[config.mk]
export PLATFORM = sky130hd
export DESIGN_NAME = reg_access_ctrl_flat
export DESIGN_NICKNAME = d
export VERILOG_FILES = /design/src/rtl/cpu_pkg.sv /design/src/rtl/reg_access_ctrl_if.sv /design/src/rtl/reg_access_ctrl_fwd_mux.sv /design/src/rtl/reg_access_ctrl.sv /design/src/flat_wrapper.sv
export SDC_FILE = /design/constraint.sdc
export NUM_CORES = 1
export LEC_CHECK = 0
export CORE_MARGIN = 2
export CORE_UTILIZATION = 39
export CTS_CLUSTER_DIAMETER = 60
export DETAILED_ROUTE_END_ITERATION = 6
export GPL_TIMING_DRIVEN = 0
export PLACE_DENSITY = 0.8
export SLEW_MARGIN = 20
export SYNTH_ARGS = -nofsm -noshare
export SYNTH_HDL_FRONTEND = slang
export SYNTH_SLANG_ARGS = --single-unit
[constraint.sdc]
create_clock -name clk -period 5.5 [get_ports clk]
set_input_delay 1.1 -clock clk [delete_from_list [all_inputs] [get_ports clk]]
set_output_delay 1.1 -clock clk [all_outputs]
set_load 0.02 [all_outputs]
[src/rtl/cpu_pkg.sv]
// Shared encodings for the register-access controller: writeback selects,
// FSM state codes and instruction field positions.
package cpu_pkg;

    localparam logic [1:0] WB_RT   = 2'b00;
    localparam logic [1:0] WB_RD   = 2'b01;
    localparam logic [1:0] WB_LINK = 2'b10;
    localparam logic [1:0] WB_NONE = 2'b11;

    localparam logic [2:0] ST_IDLE  = 3'd0;
    localparam logic [2:0] ST_READ  = 3'd1;
    localparam logic [2:0] ST_OPS   = 3'd2;
    localparam logic [2:0] ST_EXEC  = 3'd3;
    localparam logic [2:0] ST_WRITE = 3'd4;

    localparam int RS_LSB = 21;
    localparam int RT_LSB = 16;
    localparam int RD_LSB = 11;

endpackage

[src/rtl/reg_access_ctrl_if.sv]
// Bundle of instruction, operand, writeback and register-file signals.
// master = the controller, slave = its surroundings (decoder, ALU, register file).
interface reg_access_ctrl_if #(
    parameter int DATA_W = 32,
    parameter int REG_AW = 5
);
    logic              instr_valid;
    logic [DATA_W-1:0] instr;
    logic              instr_ready;
    logic [REG_AW-1:0] rf_src1;
    logic [REG_AW-1:0] rf_src2;
    logic [DATA_W-1:0] rf_rdata1;
    logic [DATA_W-1:0] rf_rdata2;
    logic [DATA_W-1:0] op_a;
    logic [DATA_W-1:0] op_b;
    logic              op_valid;
    logic              op_ack;
    logic              wb_valid;
    logic [1:0]        wb_sel;
    logic [DATA_W-1:0] wb_data;
    logic              wb_ready;
    logic [REG_AW-1:0] rf_dest;
    logic [DATA_W-1:0] rf_wdata;
    logic              rf_we;
    logic              busy;

    modport master (
        input  instr_valid, instr, rf_rdata1, rf_rdata2, op_ack, wb_valid, wb_sel, wb_data,
        output instr_ready, rf_src1, rf_src2, op_a, op_b, op_valid, wb_ready,
               rf_dest, rf_wdata, rf_we, busy
    );

    modport slave (
        output instr_valid, instr, rf_rdata1, rf_rdata2, op_ack, wb_valid, wb_sel, wb_data,
        input  instr_ready, rf_src1, rf_src2, op_a, op_b, op_valid, wb_ready,
               rf_dest, rf_wdata, rf_we, busy
    );

endinterface

[src/rtl/reg_access_ctrl_fwd_mux.sv]
// reg_fwd_mux: swaps in the last written value on a read-address match (REG_ACCESS_B2B_EN only).
// Latency: combinational. Backpressure: none.
// Register 0 never matches, so a suppressed r0 write is never forwarded.
`ifdef REG_ACCESS_B2B_EN
module reg_fwd_mux #(
    parameter int DATA_W = 32,
    parameter int REG_AW = 5
) (
    input  logic [REG_AW-1:0] src1,
    input  logic [REG_AW-1:0] src2,
    input  logic [DATA_W-1:0] rdata1,
    input  logic [DATA_W-1:0] rdata2,
    input  logic              fwd_vld,
    input  logic [REG_AW-1:0] fwd_dest,
    input  logic [DATA_W-1:0] fwd_data,
    output logic [DATA_W-1:0] out1,
    output logic [DATA_W-1:0] out2
);
    logic fwd_live;

    assign fwd_live = fwd_vld && (fwd_dest != '0);
    assign out1     = (fwd_live && (src1 == fwd_dest)) ? fwd_data : rdata1;
    assign out2     = (fwd_live && (src2 == fwd_dest)) ? fwd_data : rdata2;

endmodule
`endif

[src/rtl/reg_access_ctrl.sv]
// Register-file initiator: latches operands A/B, then issues one writeback. Optional REG_ACCESS_B2B_EN.
// Latency: instr accept -> op_valid 2 cycles; wb accept -> rf_we 1 cycle; period 5 (4 with B2B).
// Backpressure: instr_ready/op_valid/wb_ready only in their own state; requests elsewhere are dropped.
module reg_access_ctrl
    import cpu_pkg::*;
#(
    parameter int DATA_W   = 32,
    parameter int REG_AW   = 5,
    parameter int LINK_REG = 31
) (
    input  logic              clk,
    input  logic              rst,
    reg_access_ctrl_if.master bus
);
    localparam logic [REG_AW-1:0] LINK_IDX = REG_AW'(LINK_REG);

    logic [2:0]        state_q, state_d;
    logic [DATA_W-1:0] ir_q, ir_d;
    logic [DATA_W-1:0] op_a_q, op_a_d;
    logic [DATA_W-1:0] op_b_q, op_b_d;
    logic [REG_AW-1:0] rf_dest_q, rf_dest_d;
    logic [DATA_W-1:0] rf_wdata_q, rf_wdata_d;
    logic [REG_AW-1:0] ir_rs, ir_rt, ir_rd;
    logic [DATA_W-1:0] rd1, rd2;
    logic              instr_acc;
    logic              unused_ir;

    assign ir_rs     = ir_q[RS_LSB +: REG_AW];
    assign ir_rt     = ir_q[RT_LSB +: REG_AW];
    assign ir_rd     = ir_q[RD_LSB +: REG_AW];
    assign unused_ir = ^{ir_q[DATA_W-1:RS_LSB+REG_AW], ir_q[RD_LSB-1:0]};
    assign instr_acc = bus.instr_valid && bus.instr_ready;

`ifdef REG_ACCESS_B2B_EN
    logic              fwd_vld_q, fwd_vld_d;
    logic [REG_AW-1:0] fwd_dest_q, fwd_dest_d;
    logic [DATA_W-1:0] fwd_data_q, fwd_data_d;

    reg_fwd_mux #(.DATA_W(DATA_W), .REG_AW(REG_AW)) u_fwd (
        .src1     (ir_rs),
        .src2     (ir_rt),
        .rdata1   (bus.rf_rdata1),
        .rdata2   (bus.rf_rdata2),
        .fwd_vld  (fwd_vld_q),
        .fwd_dest (fwd_dest_q),
        .fwd_data (fwd_data_q),
        .out1     (rd1),
        .out2     (rd2)
    );

    assign bus.instr_ready = (state_q == ST_IDLE) || (state_q == ST_WRITE);
`else
    assign rd1             = bus.rf_rdata1;
    assign rd2             = bus.rf_rdata2;
    assign bus.instr_ready = (state_q == ST_IDLE);
`endif

    always_comb begin
        state_d    = state_q;
        ir_d       = ir_q;
        op_a_d     = op_a_q;
        op_b_d     = op_b_q;
        rf_dest_d  = rf_dest_q;
        rf_wdata_d = rf_wdata_q;
`ifdef REG_ACCESS_B2B_EN
        fwd_vld_d  = fwd_vld_q;
        fwd_dest_d = fwd_dest_q;
        fwd_data_d = fwd_data_q;
`endif
        case (state_q)
            ST_IDLE: begin
                if (instr_acc) begin
                    ir_d    = bus.instr;
                    state_d = ST_READ;
                end
            end
            ST_READ: begin
                op_a_d  = rd1;
                op_b_d  = rd2;
                state_d = ST_OPS;
            end
            ST_OPS: begin
                if (bus.op_ack) state_d = ST_EXEC;
            end
            ST_EXEC: begin
                if (bus.wb_valid) begin
                    rf_wdata_d = bus.wb_data;
                    state_d    = ST_WRITE;
                    case (bus.wb_sel)
                        WB_RT:   rf_dest_d = ir_rt;
                        WB_RD:   rf_dest_d = ir_rd;
                        WB_LINK: rf_dest_d = LINK_IDX;
                        default: begin
                            state_d = ST_IDLE;
`ifdef REG_ACCESS_B2B_EN
                            fwd_vld_d = 1'b0;
`endif
                        end
                    endcase
                end
            end
            ST_WRITE: begin
                state_d = ST_IDLE;
`ifdef REG_ACCESS_B2B_EN
                fwd_vld_d  = 1'b1;
                fwd_dest_d = rf_dest_q;
                fwd_data_d = rf_wdata_q;
                // Chained instruction skips IDLE; its READ may hit this write.
                if (instr_acc) begin
                    ir_d    = bus.instr;
                    state_d = ST_READ;
                end
`endif
            end
            default: state_d = ST_IDLE;
        endcase
    end

    always_ff @(posedge clk or posedge rst) begin
        if (rst) begin
            state_q    <= ST_IDLE;
            ir_q       <= '0;
            op_a_q     <= '0;
            op_b_q     <= '0;
            rf_dest_q  <= '0;
            rf_wdata_q <= '0;
        end else begin
            state_q    <= state_d;
            ir_q       <= ir_d;
            op_a_q     <= op_a_d;
            op_b_q     <= op_b_d;
            rf_dest_q  <= rf_dest_d;
            rf_wdata_q <= rf_wdata_d;
        end
    end

`ifdef REG_ACCESS_B2B_EN
    always_ff @(posedge clk or posedge rst) begin
        if (rst) begin
            fwd_vld_q  <= 1'b0;
            fwd_dest_q <= '0;
            fwd_data_q <= '0;
        end else begin
            fwd_vld_q  <= fwd_vld_d;
            fwd_dest_q <= fwd_dest_d;
            fwd_data_q <= fwd_data_d;
        end
    end
`endif

    // rf_we decodes straight from state so an async reset kills a write in flight.
    assign bus.rf_src1  = ir_rs;
    assign bus.rf_src2  = ir_rt;
    assign bus.op_a     = op_a_q;
    assign bus.op_b     = op_b_q;
    assign bus.op_valid = (state_q == ST_OPS);
    assign bus.wb_ready = (state_q == ST_EXEC);
    assign bus.rf_dest  = rf_dest_q;
    assign bus.rf_wdata = rf_wdata_q;
    assign bus.rf_we    = (state_q == ST_WRITE) && (rf_dest_q != '0);
    assign bus.busy     = (state_q != ST_IDLE);

endmodule
[src/flat_wrapper.sv]
// flat-port wrapper written by rule: the top's interface ports become plain ports
module reg_access_ctrl_flat import cpu_pkg::*;
#(
    parameter int DATA_W   = 32,
    parameter int REG_AW   = 5,
    parameter int LINK_REG = 31
)
  (clk, rst, bus_instr_valid, bus_instr, bus_rf_rdata1, bus_rf_rdata2, bus_op_ack, bus_wb_valid, bus_wb_sel, bus_wb_data, bus_instr_ready, bus_rf_src1, bus_rf_src2, bus_op_a, bus_op_b, bus_op_valid, bus_wb_ready, bus_rf_dest, bus_rf_wdata, bus_rf_we, bus_busy);
  reg_access_ctrl_if #(.DATA_W(DATA_W), .REG_AW(REG_AW)) bus_i ();
  input  logic clk;
  input  logic rst;
  input wire logic [$bits(bus_i.instr_valid)-1:0] bus_instr_valid;
  input wire logic [$bits(bus_i.instr)-1:0] bus_instr;
  input wire logic [$bits(bus_i.rf_rdata1)-1:0] bus_rf_rdata1;
  input wire logic [$bits(bus_i.rf_rdata2)-1:0] bus_rf_rdata2;
  input wire logic [$bits(bus_i.op_ack)-1:0] bus_op_ack;
  input wire logic [$bits(bus_i.wb_valid)-1:0] bus_wb_valid;
  input wire logic [$bits(bus_i.wb_sel)-1:0] bus_wb_sel;
  input wire logic [$bits(bus_i.wb_data)-1:0] bus_wb_data;
  output wire logic [$bits(bus_i.instr_ready)-1:0] bus_instr_ready;
  output wire logic [$bits(bus_i.rf_src1)-1:0] bus_rf_src1;
  output wire logic [$bits(bus_i.rf_src2)-1:0] bus_rf_src2;
  output wire logic [$bits(bus_i.op_a)-1:0] bus_op_a;
  output wire logic [$bits(bus_i.op_b)-1:0] bus_op_b;
  output wire logic [$bits(bus_i.op_valid)-1:0] bus_op_valid;
  output wire logic [$bits(bus_i.wb_ready)-1:0] bus_wb_ready;
  output wire logic [$bits(bus_i.rf_dest)-1:0] bus_rf_dest;
  output wire logic [$bits(bus_i.rf_wdata)-1:0] bus_rf_wdata;
  output wire logic [$bits(bus_i.rf_we)-1:0] bus_rf_we;
  output wire logic [$bits(bus_i.busy)-1:0] bus_busy;
  assign bus_i.instr_valid = bus_instr_valid;
  assign bus_i.instr = bus_instr;
  assign bus_i.rf_rdata1 = bus_rf_rdata1;
  assign bus_i.rf_rdata2 = bus_rf_rdata2;
  assign bus_i.op_ack = bus_op_ack;
  assign bus_i.wb_valid = bus_wb_valid;
  assign bus_i.wb_sel = bus_wb_sel;
  assign bus_i.wb_data = bus_wb_data;
  assign bus_instr_ready = bus_i.instr_ready;
  assign bus_rf_src1 = bus_i.rf_src1;
  assign bus_rf_src2 = bus_i.rf_src2;
  assign bus_op_a = bus_i.op_a;
  assign bus_op_b = bus_i.op_b;
  assign bus_op_valid = bus_i.op_valid;
  assign bus_wb_ready = bus_i.wb_ready;
  assign bus_rf_dest = bus_i.rf_dest;
  assign bus_rf_wdata = bus_i.rf_wdata;
  assign bus_rf_we = bus_i.rf_we;
  assign bus_busy = bus_i.busy;
  reg_access_ctrl #(.DATA_W(DATA_W), .REG_AW(REG_AW), .LINK_REG(LINK_REG)) u_core (.clk(clk), .rst(rst), .bus(bus_i));
endmodule
==> out/results.md <==
| Quantity | Value | Unit |
| --- | --- | --- |
| Count of endpoints failing hold in the final timing report | 0 | - |
| Multiplexer share of the synthesized area | 27.38 | % |
| Synthesized-area fraction occupied by and/or/nand/nor cells | 2.561 | % |
| Finished Cell Area | 7895 | µm² |
| Global-route usage over all layers | 17.98 | % |
| Vertical die dimension | 114.2 | µm |
| Cell types occupying the most area after synthesis | sky130_fd_sc_hd__dfrtp_1 (63%), sky130_fd_sc_hd__mux2_2 (24%), sky130_fd_sc_hd__mux2_4 (3.2%) | - |
| Areal power density over the cells | 645.7 | nW/µm² |
| Number of buffers inserted during clock tree synthesis | 17 | - |
| Number of max-cap violations | 0 | - |
| Clock transition time at the flip-flop clock pins of the worst setup and hold paths | 0.05 | ns |
| Post-Synth Adder-Cell Area | 0.7920 | % |
| Clock root buffer | sky130_fd_sc_hd__clkbuf_16 | - |
| Number of hold buffers added after cts | 0 | - |
| Yosys warns | 0 | - |
| Worst-path maximum fanout | 3 | - |
| Maximum vdd drop | 0.0003123 | V |
| Leak Pwr | 3.361 | nW |
| Mean routed wirelength per cell | 16.22 | µm |
| H-tree Lvls | 4 | - |
| Drt via density | 4.662 | - |
| ANT cells | 0 | - |
| Xor/xnor cell area share of the yosys netlist | 0 | % |
| WS Path Type | reg2out | - |
| Final cycle utilization of the critical path | 56.60 | % |
| Initial core utilization | 39.62 | % |
| Global route total overflow | 0 | - |
| Avg Inst Size Synth | 15.80 | µm² |
| Placeable Area | 11,960 | µm² |
| Fraction of power consumed by the clock network | 21.9 | % |
| Number of antenna violations at the first check in global routing | 0 | - |
| Relative slew slack | 70.34 | % |
| Top-level port count | 251 | - |
| First DRT Iteration DRCs | 140 | - |
| Min-delay worst type | reg2reg | - |
| Count of input and output buffers | 233 | - |
| Count of pins over their slew limit | 0 | - |
| Result of the run | finished, final reports clean | - |
| Nature of the critical path endpoint | output port | - |
| Clk_lat worst skew | 0.40 | ns |
| Placed cell area | 7288 | µm² |
| Critical path capture point | bus_rf_we | - |
| First-pass GRT wire length | 17.92 | mm |
| Sinks on the clock net | 119 | - |
| RSZ-0062 raised after global routing | no | - |
| Total of flip-flops plus latches after synthesis | 119 | - |
| Detailed-router iteration count before antenna repair | 4 | - |
| Fraction of layout instances using a drive strength above 1 | 30.62 | % |
| Register area share after synthesis | 62.83 | % |
| R2r setup slk | 3.74 | ns |
| Internal Pwr Total | 3.433 | mW |
| Buffers inserted by post-CTS timing repair | 0 | - |
| Count of vias placed by the detailed router | 3,319 | - |
| Post-synthesis to final-layout area growth | 66.58 | % |
| HPWL after DPL | 8.793 | mm |
| Actual transition at the worst max-transition pin | 0.4448 | ns |
| Count of distinct cell types in the synthesized netlist | 29 | - |
| DRC Markers | 0 | - |
| Combinational family with the most area after synthesis | multiplexers | - |
| Total die area | 13,050 | µm² |
| Syn Inst Count | 300 | - |
| Switching power of the nets | 1.665 | mW |
| Beginning of the critical path | u_core.bus.rf_dest[0] | - |
| Die width | 114.2 | µm |
| Pin count of the biggest net entering global routing | 74 | - |
| Post-CTS sizing | 0 | - |
| Gate power share | 47.4 | % |
| Final Hold Slack | 0.5007 | ns |
| Vias in the first global route | 3,490 | - |
| Pre-CTS WS | 2.733 | ns |
| Endpoint of the worst-slack reg-to-reg timing path | u_core.ir_q[23] | - |
| Final wirelength | 11.55 | mm |
| Maximum root-to-sink buffer count | 2 | - |
| Type of element launching the critical path | register | - |
| Synthesized-area fraction occupied by ao, oa, aoi and oai cells | 2.244 | % |
| Leading area contributor after synthesis | sky130_fd_sc_hd__dfrtp_1 | - |
| Area share of the largest cell type after synthesis | 62.83 | % |
| Post-synthesis instance area | 4740 | µm² |
| Worst setup skew after layout | 0.005495 | ns |
| R2R Path Start | u_core.state_q[1] | - |
| Data arrival, critical path | 2.01 | ns |
| Syn Nets | 438 | - |
| Routability congestion estimate | 0.7437 | - |
| Cell row count | 40 | - |
| Highest attainable clock frequency | 0.3212 | GHz |
| Req. time, crit path | 4.40 | ns |
| Antenna viol nets, final | 0 | - |
| Sw Ratio | 32.66 | % |
| R2r worst-path depth | 7 | - |
| CTS tree | done | - |
| Seq pwr share | 30.7 | % |
| Number of nets at the end of the flow | 691 | - |
| Final setup slack of the worst path | 2.387 | ns |
| Final Critical Period | 3.113 | ns |
| Total of endpoints with negative setup slack in the final report | 0 | - |
synthesized netlist by cell type, drive strengths merged:
library cell / count
o22a: 1
mux2i: 1
nor2b: 5
clkbuf: 1
nand2: 1
o311a: 1
ha: 3
or3: 2
and2: 1
and3: 1
mux2: 111
buf: 24
nor2: 3
nor3: 1
inv: 5
dfrtp: 119
o31ai: 5
o21ai: 5
nand4b: 1
a21oi: 5
or2: 2
nor3b: 2
layout make-up:
class / count / area (µm²)
Sequential cell: 119 / 2978
Tap cell: 147 / 183.9
Clock buffer: 22 / 484.2
Multi-Input combinational cell: 151 / 1563
Clock inverter: 9 / 122.6
Buffer: 25 / 180.2
Fill cell: 909 / 4066
Timing Repair Buffer: 234 / 2360
Inverter: 5 / 23.77
metrics by stage:
step,setup TNS [ns],std cells,util [%],total power [mW]
4_1_cts,0,712,66.00,5.158
6_report,0,712,66.00,5.098
5_1_grt,0,712,66.00,5.354
3_3_place_gp,-32.51,680,60.66,3.946
2_1_floorplan,0,300,-,2.868
3_5_place_dp,0,681,60.93,4.021
layout by cell type (no fill, tap or decap):
master,n
sky130_fd_sc_hd__mux2_2,101
sky130_fd_sc_hd__clkinv_2,5
sky130_fd_sc_hd__o21ai_0,5
sky130_fd_sc_hd__inv_1,3
sky130_fd_sc_hd__or2_2,2
sky130_fd_sc_hd__clkbuf_1,2
sky130_fd_sc_hd__mux2_4,10
sky130_fd_sc_hd__buf_2,11
sky130_fd_sc_hd__or3_4,1
sky130_fd_sc_hd__o311a_1,1
sky130_fd_sc_hd__nor2_1,3
sky130_fd_sc_hd__buf_4,10
sky130_fd_sc_hd__nor3b_1,2
sky130_fd_sc_hd__clkdlybuf4s50_1,233
sky130_fd_sc_hd__nand2_1,1
sky130_fd_sc_hd__buf_8,1
sky130_fd_sc_hd__ha_1,3
sky130_fd_sc_hd__mux2i_1,1
sky130_fd_sc_hd__nand4b_1,1
sky130_fd_sc_hd__or3_1,1
sky130_fd_sc_hd__o31ai_1,5
sky130_fd_sc_hd__buf_6,1
sky130_fd_sc_hd__dfrtp_1,119
sky130_fd_sc_hd__buf_16,1
sky130_fd_sc_hd__inv_6,1
sky130_fd_sc_hd__and3_2,1
sky130_fd_sc_hd__and2_4,1
sky130_fd_sc_hd__o22a_1,1
sky130_fd_sc_hd__clkinvlp_4,1
sky130_fd_sc_hd__nor3_1,1
sky130_fd_sc_hd__clkbuf_8,4
sky130_fd_sc_hd__buf_12,1
sky130_fd_sc_hd__a21oi_1,5
sky130_fd_sc_hd__nor2b_1,5
sky130_fd_sc_hd__bufinv_16,3
sky130_fd_sc_hd__clkbuf_16,17
sky130_fd_sc_hd__inv_2,1
flip-flops by register name, indices dropped and copies added (netlist names):
register / cells
u_core.bus.op_a: 32
u_core.bus.op_b: 32
u_core.bus.rf_dest: 5
u_core.bus.rf_wdata: 32
u_core.ir_q: 15
u_core.state_q: 3
power by group through the flow:
| stage | logic [mW] | registers [mW] | clock network (mW) |
|---|---|---|---|
| global route | 2.55 | 1.62 | 1.18 |
| detailed placement | 2.44 | 1.58 | 0 |
| finish | 2.42 | 1.56 | 1.12 |
| global placement | 2.39 | 1.55 | 0 |
| CTS | 2.45 | 1.57 | 1.14 |
| floorplan | 0.849 | 2.02 | 0 |
worst min path at each step:
stage / from / to / depth (start not counted)
final: u_core.bus.op_a[5] / u_core.bus.op_a[5] / 1
after global routing: u_core.bus.rf_wdata[23] / u_core.bus.rf_wdata[23] / 1
after CTS: u_core.bus.rf_wdata[23] / u_core.bus.rf_wdata[23] / 1
after detailed placement: u_core.bus.rf_wdata[23] / u_core.bus.rf_wdata[23] / 1
after global placement: u_core.bus.rf_wdata[15] / u_core.bus.rf_wdata[15] / 1
after floorplan: u_core.ir_q[14] / u_core.ir_q[14] / 1
critical path: stages (launching register included):
cell and delay (ns):
sky130_fd_sc_hd__dfrtp_1 0.38, sky130_fd_sc_hd__or3_1 0.37, sky130_fd_sc_hd__o311a_1 0.30, sky130_fd_sc_hd__clkdlybuf4s50_1 0.56
cell families (layout without fill, tap and decap cells):
group	count (synthesis)	after routing
AO/OA/AOI/OAI	17	17
adder cells (fa/ha/maj)	3	3
buffers and inverters	30	295
flip-flops	119	119
multiplexers	112	112
AND/OR/NAND/NOR	19	19
layer usage:
| metal | up-vias | track usage (%) | part of all wire [%] |
|---|---|---|---|
| met4 | 0 | 7.886 | 2.3 |
| li1 | 1558 | - | - |
| met5 | - | 0 | 0 |
| met3 | 24 | 5.664 | 6.4 |
| met1 | 1601 | 20.12 | 40 |
| met2 | 136 | 31.51 | 52 |
No activity file was read; power rests on OpenSTA's default activity.
